==> src/rtl/mem_stage_access_if.sv <==
// mem_stage_access_if: word-addressed data-memory request/response bus
interface mem_stage_access_if;
    logic [63:0] mem_addr;
    logic [63:0] mem_wdata;
    logic        mem_read;
    logic        mem_write;
    logic [63:0] mem_data;
    logic        mem_ready;

    modport master (
        output mem_addr, mem_wdata, mem_read, mem_write,
        input  mem_data, mem_ready
    );

    modport slave (
        input  mem_addr, mem_wdata, mem_read, mem_write,
        output mem_data, mem_ready
    );
endinterface

==> src/rtl/mem_stage_access.sv <==
// mem_stage_access: Y86-64 memory stage that issues data-memory accesses and loads the W register
module mem_stage_access #(
    parameter int MEM_WORDS = 8192,
    parameter int TIMEOUT   = 16
) (
    input  logic                      clk,
    input  logic                      rst,
    input  logic                      M_valid,
    input  logic [3:0]                M_stat,
    input  logic [3:0]                M_icode,
    input  logic [63:0]               M_valE,
    input  logic [63:0]               M_valA,
    input  logic [3:0]                M_dstE,
    input  logic [3:0]                M_dstM,
    mem_stage_access_if.master        mem,
    output logic                      m_stall,
    output logic                      W_valid,
    output logic [3:0]                W_stat,
    output logic [3:0]                W_icode,
    output logic [3:0]                W_dstE,
    output logic [3:0]                W_dstM,
    output logic [63:0]               W_valE,
    output logic [63:0]               W_valM
);
    localparam logic [0:0] IDLE = 1'b0;
    localparam logic [0:0] BUSY = 1'b1;
    localparam logic [3:0] AOK = 4'd1;
    localparam logic [3:0] ADR = 4'd3;
    localparam int CW = $clog2(TIMEOUT) + 1;

    logic [0:0]    state;
    logic [CW-1:0] cnt;
    logic [3:0]    l_stat, l_icode, l_dstE, l_dstM;
    logic [63:0]   l_valE;
    logic          l_rd;

    logic          is_wr, is_rd, active, bad;
    logic [63:0]   addr;

    // Decode the M instruction: direction, address source and range check
    always_comb begin
        is_wr  = (M_icode == 4'h4) || (M_icode == 4'h8) || (M_icode == 4'hA);
        is_rd  = (M_icode == 4'h5) || (M_icode == 4'h9) || (M_icode == 4'hB);
        addr   = ((M_icode == 4'h9) || (M_icode == 4'hB)) ? M_valA : M_valE;
        active = M_valid && (M_stat == AOK) && (is_wr || is_rd);
        bad    = addr >= 64'(MEM_WORDS);
    end

    assign m_stall = (state == BUSY);

    // Accept from M in IDLE, wait for ready or timeout in BUSY, then retire into W
    always_ff @(posedge clk) begin
        if (rst) begin
            state         <= IDLE;
            cnt           <= '0;
            mem.mem_read  <= 1'b0;
            mem.mem_write <= 1'b0;
            mem.mem_addr  <= '0;
            mem.mem_wdata <= '0;
            l_stat        <= AOK;
            l_icode       <= 4'h1;
            l_dstE        <= 4'hF;
            l_dstM        <= 4'hF;
            l_valE        <= '0;
            l_rd          <= 1'b0;
            W_valid       <= 1'b0;
            W_stat        <= AOK;
            W_icode       <= 4'h1;
            W_dstE        <= 4'hF;
            W_dstM        <= 4'hF;
            W_valE        <= '0;
            W_valM        <= '0;
        end else if (state == IDLE) begin
            if (!M_valid) begin
                W_valid <= 1'b0;
                W_stat  <= AOK;
                W_icode <= 4'h1;
                W_dstE  <= 4'hF;
                W_dstM  <= 4'hF;
                W_valE  <= '0;
                W_valM  <= '0;
            end else if (active && !bad) begin
                mem.mem_addr  <= addr;
                mem.mem_wdata <= M_valA;
                mem.mem_read  <= is_rd;
                mem.mem_write <= is_wr;
                l_stat        <= M_stat;
                l_icode       <= M_icode;
                l_dstE        <= M_dstE;
                l_dstM        <= M_dstM;
                l_valE        <= M_valE;
                l_rd          <= is_rd;
                cnt           <= '0;
                state         <= BUSY;
                W_valid       <= 1'b0;
            end else begin
                W_valid <= 1'b1;
                W_stat  <= active ? ADR : M_stat;
                W_icode <= M_icode;
                W_dstE  <= M_dstE;
                W_dstM  <= M_dstM;
                W_valE  <= M_valE;
                W_valM  <= '0;
            end
        end else if (mem.mem_ready || cnt == CW'(TIMEOUT - 1)) begin
            mem.mem_read  <= 1'b0;
            mem.mem_write <= 1'b0;
            state         <= IDLE;
            W_valid       <= 1'b1;
            W_stat        <= mem.mem_ready ? l_stat : ADR;
            W_icode       <= l_icode;
            W_dstE        <= l_dstE;
            W_dstM        <= l_dstM;
            W_valE        <= l_valE;
            W_valM        <= (mem.mem_ready && l_rd) ? mem.mem_data : 64'd0;
        end else begin
            cnt     <= cnt + 1'b1;
            W_valid <= 1'b0;
        end
    end
endmodule

==> src/flat_wrapper.sv <==
// flat-port wrapper written by rule: the top's interface ports become plain ports
module mem_stage_access_flat 
#(
    parameter int MEM_WORDS = 8192,
    parameter int TIMEOUT   = 16
)
  (clk, rst, M_valid, M_stat, M_icode, M_valE, M_valA, M_dstE, M_dstM, m_stall, W_valid, W_stat, W_icode, W_dstE, W_dstM, W_valE, W_valM, mem_mem_addr, mem_mem_wdata, mem_mem_read, mem_mem_write, mem_mem_data, mem_mem_ready);
  mem_stage_access_if mem_i ();
  input  logic clk;
  input  logic rst;
  input  logic M_valid;
  input  logic [3:0] M_stat;
  input  logic [3:0] M_icode;
  input  logic [63:0] M_valE;
  input  logic [63:0] M_valA;
  input  logic [3:0] M_dstE;
  input  logic [3:0] M_dstM;
  output logic m_stall;
  output logic W_valid;
  output logic [3:0] W_stat;
  output logic [3:0] W_icode;
  output logic [3:0] W_dstE;
  output logic [3:0] W_dstM;
  output logic [63:0] W_valE;
  output logic [63:0] W_valM;
  output wire logic [$bits(mem_i.mem_addr)-1:0] mem_mem_addr;
  output wire logic [$bits(mem_i.mem_wdata)-1:0] mem_mem_wdata;
  output wire logic [$bits(mem_i.mem_read)-1:0] mem_mem_read;
  output wire logic [$bits(mem_i.mem_write)-1:0] mem_mem_write;
  input wire logic [$bits(mem_i.mem_data)-1:0] mem_mem_data;
  input wire logic [$bits(mem_i.mem_ready)-1:0] mem_mem_ready;
  assign mem_mem_addr = mem_i.mem_addr;
  assign mem_mem_wdata = mem_i.mem_wdata;
  assign mem_mem_read = mem_i.mem_read;
  assign mem_mem_write = mem_i.mem_write;
  assign mem_i.mem_data = mem_mem_data;
  assign mem_i.mem_ready = mem_mem_ready;
  mem_stage_access #(.MEM_WORDS(MEM_WORDS), .TIMEOUT(TIMEOUT)) u_core (.clk(clk), .rst(rst), .M_valid(M_valid), .M_stat(M_stat), .M_icode(M_icode), .M_valE(M_valE), .M_valA(M_valA), .M_dstE(M_dstE), .M_dstM(M_dstM), .mem(mem_i), .m_stall(m_stall), .W_valid(W_valid), .W_stat(W_stat), .W_icode(W_icode), .W_dstE(W_dstE), .W_dstM(W_dstM), .W_valE(W_valE), .W_valM(W_valM));
endmodule
==> config.mk <==
export PLATFORM = sky130hd
export DESIGN_NAME = mem_stage_access_flat
export DESIGN_NICKNAME = d
export VERILOG_FILES = /design/src/rtl/mem_stage_access_if.sv /design/src/rtl/mem_stage_access.sv /design/src/flat_wrapper.sv
export SDC_FILE = /design/constraint.sdc
export NUM_CORES = 1
export LEC_CHECK = 0
export ABC_AREA = 1
export CAP_MARGIN = 30
export CORE_AREA = 3 3 189 191
export CTS_BUF_LIST = sky130_fd_sc_hd__clkbuf_8 sky130_fd_sc_hd__clkbuf_16
export CTS_CLUSTER_SIZE = 12
export DETAILED_ROUTE_END_ITERATION = 6
export DIE_AREA = 0 0 192 194
export PLACE_DENSITY = 0.77
export SYNTH_ARGS = -nofsm -noshare
export SYNTH_HDL_FRONTEND = slang
export SYNTH_SLANG_ARGS = --single-unit
==> constraint.sdc <==
create_clock -name clk -period 2.8 [get_ports clk]
set_input_delay 0.56 -clock clk [delete_from_list [all_inputs] [get_ports clk]]
set_output_delay 0.56 -clock clk [all_outputs]
set_load 0.05 [all_outputs]
==> results of run 1 <==
[state kept, by name (all words and copies together), names as in the netlist, 5 cells and up]
register / cells
u_core.W_valE: 64
u_core.W_valM: 64
u_core.l_valE: 64
u_core.mem.mem_addr: 64
u_core.mem.mem_wdata: 64
u_core.cnt: 5
[cell families (layout without fill, tap and decap cells)]
group | after synthesis | after routing | share of synthesized area, %
other | 0 | 10 | 0
AOI/OAI and AO/OA | 275 | 275 | 9.42
buffers and inverters | 376 | 862 | 10.6
and+or+nand+nor | 1083 | 1087 | 31.9
DFF | 362 | 362 | 47.8
xor gates and xnor gates | 1 | 1 | 0.0578
adders and majority gates | 2 | 2 | 0.165
[report_power, final]
part	switching [uW]	internal, uW
combinational	725	513
sequential	30.2	5200
clock	2070	2980
[through the flow]
stage	TNS [ns]	utilization (%)	area (sq um)
3_5_place_dp	-132.54	60.4	20700
6_report	0	65.6	22500
3_3_place_gp	-125.42	60.4	20700
2_1_floorplan	0	-	15100
5_1_grt	0	65.6	22500
4_1_cts	0	64.1	22000
[routing by layer]
metal / vias to the layer above / GRT usage (%)
met5: - / 0
met4: 2 / 13.0
met3: 133 / 7.45
met2: 827 / 46.3
met1: 7467 / 36.4
li1: 7784 / -
[what timing repair did]
| item | CTS | global route |
|---|---|---|
| setup buffers | 0 | 8 |
| hold buffers | 0 | 0 |
| resized for setup | 0 | 39 |
| setup endpoints to repair | 0 | 296 |
[layout make-up]
class / instances / area [sq um]
Antenna cell: 10 / 25.0
Clock buffer: 48 / 1110
Clock inverter: 20 / 149
Fill cell: 2889 / 11800
Inverter: 210 / 798
Multi-Input combinational cell: 1365 / 6470
Sequential cell: 362 / 7250
Tap cell: 455 / 569
Timing Repair Buffer: 584 / 6120
[Yosys cell counts (17+ instances only)]
cell / n
inv_1: 205
o22ai_1: 24
o21ai_1: 58
nor2_1: 139
nand4_1: 18
nor3_1: 48
dfxtp_1: 362
a21oi_1: 33
clkbuf_1: 88
o21ai_0: 151
nand2_1: 425
nand3_1: 423
nand3b_1: 17
buf_2: 41
[worst min-delay path by stage]
stage                                       start                       to  slack (ns)  cells past startpoint
after floorplan                  u_core.l_stat[2]         u_core.l_stat[2]        0.41                      2
after global placement           u_core.l_stat[2]         u_core.l_stat[2]        0.42                      2
after detailed placement         u_core.l_stat[2]         u_core.l_stat[2]        0.43                      2
after CTS                        u_core.l_stat[2]         u_core.l_stat[2]        0.44                      2
after global routing      u_core.mem.mem_addr[47]  u_core.mem.mem_addr[47]        0.47                      2
final                            u_core.l_stat[2]         u_core.l_stat[2]        0.43                      2
==> run metrics, run 1 <==
outcome=complete, no violations; Die W=192 um; die area=37,200 sq um; fin crit share=94.6%; CTS tree=done; max layer used=met5; Synth warnings=0; area leader, netlist=dfxtp_1; drt total wl=58,400 um; final setup vio count=0; Hold WS=0.434 ns; leakage power=0.00986 uW; hold violation total from the final report=0; Worst R2R Setup Slack=0.28 ns; Max Cap Viol=0; HP Class=reg -> reg; Top FF cell, synth=dfxtp_1; first-pass GRT wire length=85,600 um; WL met3=6010 um; M1 WL=22,900 um; Max VDD drop=0.389 mV; vias in the first global route=15,185; delay-heaviest family, CP=buffers and inverters; post-detailed-route count of antenna-violating nets=0; worst setup path category=reg -> out; crit path max fanout=8; Vias=16,213; wire length on met2=26,900 um; later-pin clock latency in the skew report=0.53 ns; Register-to-Register Path Depth=10; most frequent cells in the layout=clkdlybuf4s50_1 (484), nand2_1 (419), nand3_1 (419); NumNets Final=2,776; syn_nets=2,313; Slew Limit Fails=0; sequential area share after synthesis=47.8%; initial antenna violation count=11; I/O Pins=488; Crit. End Element=output port; synth top area cells=dfxtp_1 (48%), nand3_1 (14%), nand2_1 (11%); grt ovf=0; worst r2r src=u_core.cnt[0]; commonest non-fill, non-tap cell in the layout=clkdlybuf4s50_1; Power Total=11,500 uW; syn avg cell area=7.22 sq um; Worst path depth=1; Core Rows=68; crit start category=flip-flop; dpl hpwl=40,900 um; top cell type's share of synthesized area=47.8%; worst slew pin tran=0.672 ns; drt pass-1 iters=6; CTS sink cnt=362; synthesized cell area=15,100 sq um; initial core utilization=44.2%; Critical Path RT=2.24 ns; routability cong.=1.01; share of layout cells above drive strength 1=7.57%; Seq cells post-synth=362; worst setup path endpoint=m_stall; area of the core=34,300 sq um; GRT Total Usage=28.8%; DR WL/cell=19.1 um; Port Buffer Count=487; H-Tree Depth=2; placed cell count=2,954; pin count of the biggest net entering global routing=80; DRC=0; RR Endpoint=u_core.W_valE[45]; relative slew slack=55.1%; DR iter-0 viols=1,297; Layout Skew=0.0218 ns; CP max stage cell=clkdlybuf4s50_1; Die Span Y=194 um; PwrDens=512 nW/um^2; asr flop ratio synth=0%; Inserted Clock Buffers=39; Syn-to-layout area delta=48.4%; pre-CTS setup slack=-0.467 ns; CP Launch Point=u_core.m_stall; routed vias/inst=5.31; Tmin final=2.65 ns; CP bufs+invs=1; CTS Buffer Depth=3; CTS Root Cell=clkbuf_16; CP peak stage delay=0.98 ns; RSZ-0062 raised after global routing=no; EDFF count, synth=0; Peak Freq=378 MHz; post-route insts no fill=3,054; worst path cell trace=clkdlybuf4s50_1; Unique masters post-synth=31; arrival time worst endpoint=2.09 ns; Synth Instances=2,099; worst setup margin=0.152 ns; clock-pin slew on the worst setup and hold paths=0.06 ns
No activity file was read; power rests on OpenSTA's default activity.
==> inputs of run 2 (changes only) <==
CELL_PAD_IN_SITES_DETAIL_PLACEMENT = 1   (was not set)
CELL_PAD_IN_SITES_GLOBAL_PLACEMENT = 1   (was not set)
CORE_AREA = not set   (was 3 3 189 191)
CORE_ASPECT_RATIO = 1.25   (was not set)
CORE_MARGIN = 3   (was not set)
CORE_UTILIZATION = 32   (was not set)
DIE_AREA = not set   (was 0 0 192 194)
PLACE_DENSITY = not set   (was 0.77)
PLACE_DENSITY_LB_ADDON = 0.1   (was not set)
==> run 2 against run 1 <==
Net effect:
- global-route usage shrank 4.2 points
- utilization shrank 17 points
- via count shrank 0.72%
- setup slack lost 0.021 ns
==> run metrics, run 2 (synthesis results as in run 1) <==
hold violation total from the final report=0; CTS tree=done; initial core utilization=32.6%; Comb power frac=10.3%; pin count of the biggest net entering global routing=95; CTS Buffer Depth=3; HP Class=reg -> reg; Tmin final=2.67 ns; Critical Path RT=3.24 ns; Peak Freq=375 MHz; drt pass-1 iters=5; PwrDens=539 nW/um^2; Post-Route Setup TNS=0 ns; Vias=16,096; part of the power in registers=42.8%; Hold WS=0.447 ns; leakage power=0.00990 uW; GRT Total Usage=24.6%; NumNets Final=2,782; routability cong.=0.880; worst slew pin tran=0.703 ns; CTS sink cnt=362; post-detailed-route count of antenna-violating nets=0; later-pin clock latency in the skew report=0.57 ns; H-Tree Depth=2; relative slew slack=53.0%; Inserted Clock Buffers=42; Die W=201 um; I/O Pins=488; dpl hpwl=47,600 um; placed cell count=3,153; crit start category=primary input; net load switching power=3070 uW; drt total wl=63,900 um; part of the power in the clock network=47.0%; area of the core=46,500 sq um; DRC=0; Syn-to-layout area delta=49.8%; Hold Buf Count CTS=0; Core Rows=88; Worst R2R Setup Slack=0.61 ns; Max VDD drop=0.500 mV; Sw Ratio=25.1%; CTS Root Cell=clkbuf_16; fin crit share=95.3%; arrival time worst endpoint=3.11 ns; outcome=complete, no violations; Power Total=12,200 uW; RSZ-0062 raised after global routing=no; first-pass GRT wire length=98,300 um; crit path max fanout=39; DR iter-0 viols=757; DR WL/cell=19.7 um; routed vias/inst=4.97; share of layout cells above drive strength 1=7.38%; Int Pwr=9150 uW; final setup vio count=0; most frequent cells in the layout=clkdlybuf4s50_1 (485), nand2_1 (424), nand3_1 (422); Slew Limit Fails=0; grt ovf=0; worst setup margin=0.131 ns; Layout Skew=0.0154 ns; Port Buffer Count=487; post-route insts no fill=3,237; Die Span Y=249 um; Crit. End Element=flip-flop; worst setup path category=in -> reg; Max Cap Viol=0; pre-CTS setup slack=-0.564 ns; clock-pin slew on the worst setup and hold paths=0.06 ns; initial antenna violation count=16; die area=50,000 sq um; vias in the first global route=16,536; commonest non-fill, non-tap cell in the layout=clkdlybuf4s50_1
## run 2: changes by cell type in the layout (fill, tap and decap cells not counted), moves of 4 or more
cell       change
inv_1          -4
nor2_1        +11
nand2_2        -5
clkbuf_16      -6
buf_12        +10
clkinv_2       +5
buf_6          -8
buf_4         +17
nand2_1        +5
nor2_2        -10
nand3_2        -4
## run 2: routing by layer
layer  track usage, %  wire, um
met3             7.24      4580
met1             29.5     26600
met5                0       127
met4             8.96      2090
met2             41.9     30500
## run 2: cell type report
type	count	area [sq um]
multi-input cells	1361	6340
well taps	630	788
fillers	5644	23800
repair buffers	591	6070
flip-flops and latches	362	7250
inverters	210	796
diodes	7	17.5
clock inverters	27	278
clock buffers	49	1160
## run 2: final timing paths
path	startpoint	end	cells after the start
max	M_icode[2]	u_core.l_valE[41]	16
min	u_core.l_stat[2]	u_core.l_stat[2]	2
max reg2reg	u_core.cnt[0]	u_core.W_valM[58]	10
min reg2reg	u_core.l_stat[2]	u_core.l_stat[2]	2
## run 2: worst max-delay path, cell delays in order
cell	delay, ns
clkdlybuf4s50_1	0.51
inv_2	0.08
nand3_4	0.09
buf_12	0.19
buf_4	0.16
nand2_1	0.09
o21ai_0	0.09
nand2_1	0.07
nor2_1	0.15
nand3_1	0.09
nor2_1	0.16
buf_4	0.15
nand3_4	0.12
nand2_2	0.18
buf_12	0.23
o21ai_0	0.12
## run 2: what timing repair did
action,4_1_cts,5_1_grt
resized for setup,0,5
endpoints found under the setup margin,0,279
buffers inserted,0,1
## run 2: metrics by stage
| step | util, % | instance area (sq um) |
|---|---|---|
| floorplan | - | 15100 |
| global placement | 45.7 | 21200 |
| detailed placement | 45.7 | 21200 |
| CTS | 48.8 | 22700 |
| global route | 48.8 | 22700 |
| finish | 48.8 | 22700 |
## run 2: power by group through the flow
stage | clock network (uW) | registers, uW | logic, uW
finish | 5740 | 5230 | 1250
global route | 6120 | 5230 | 1340
CTS | 5930 | 5230 | 1260
detailed placement | 0 | 5340 | 1250
global placement | 0 | 5340 | 1240
floorplan | 0 | 5500 | 372
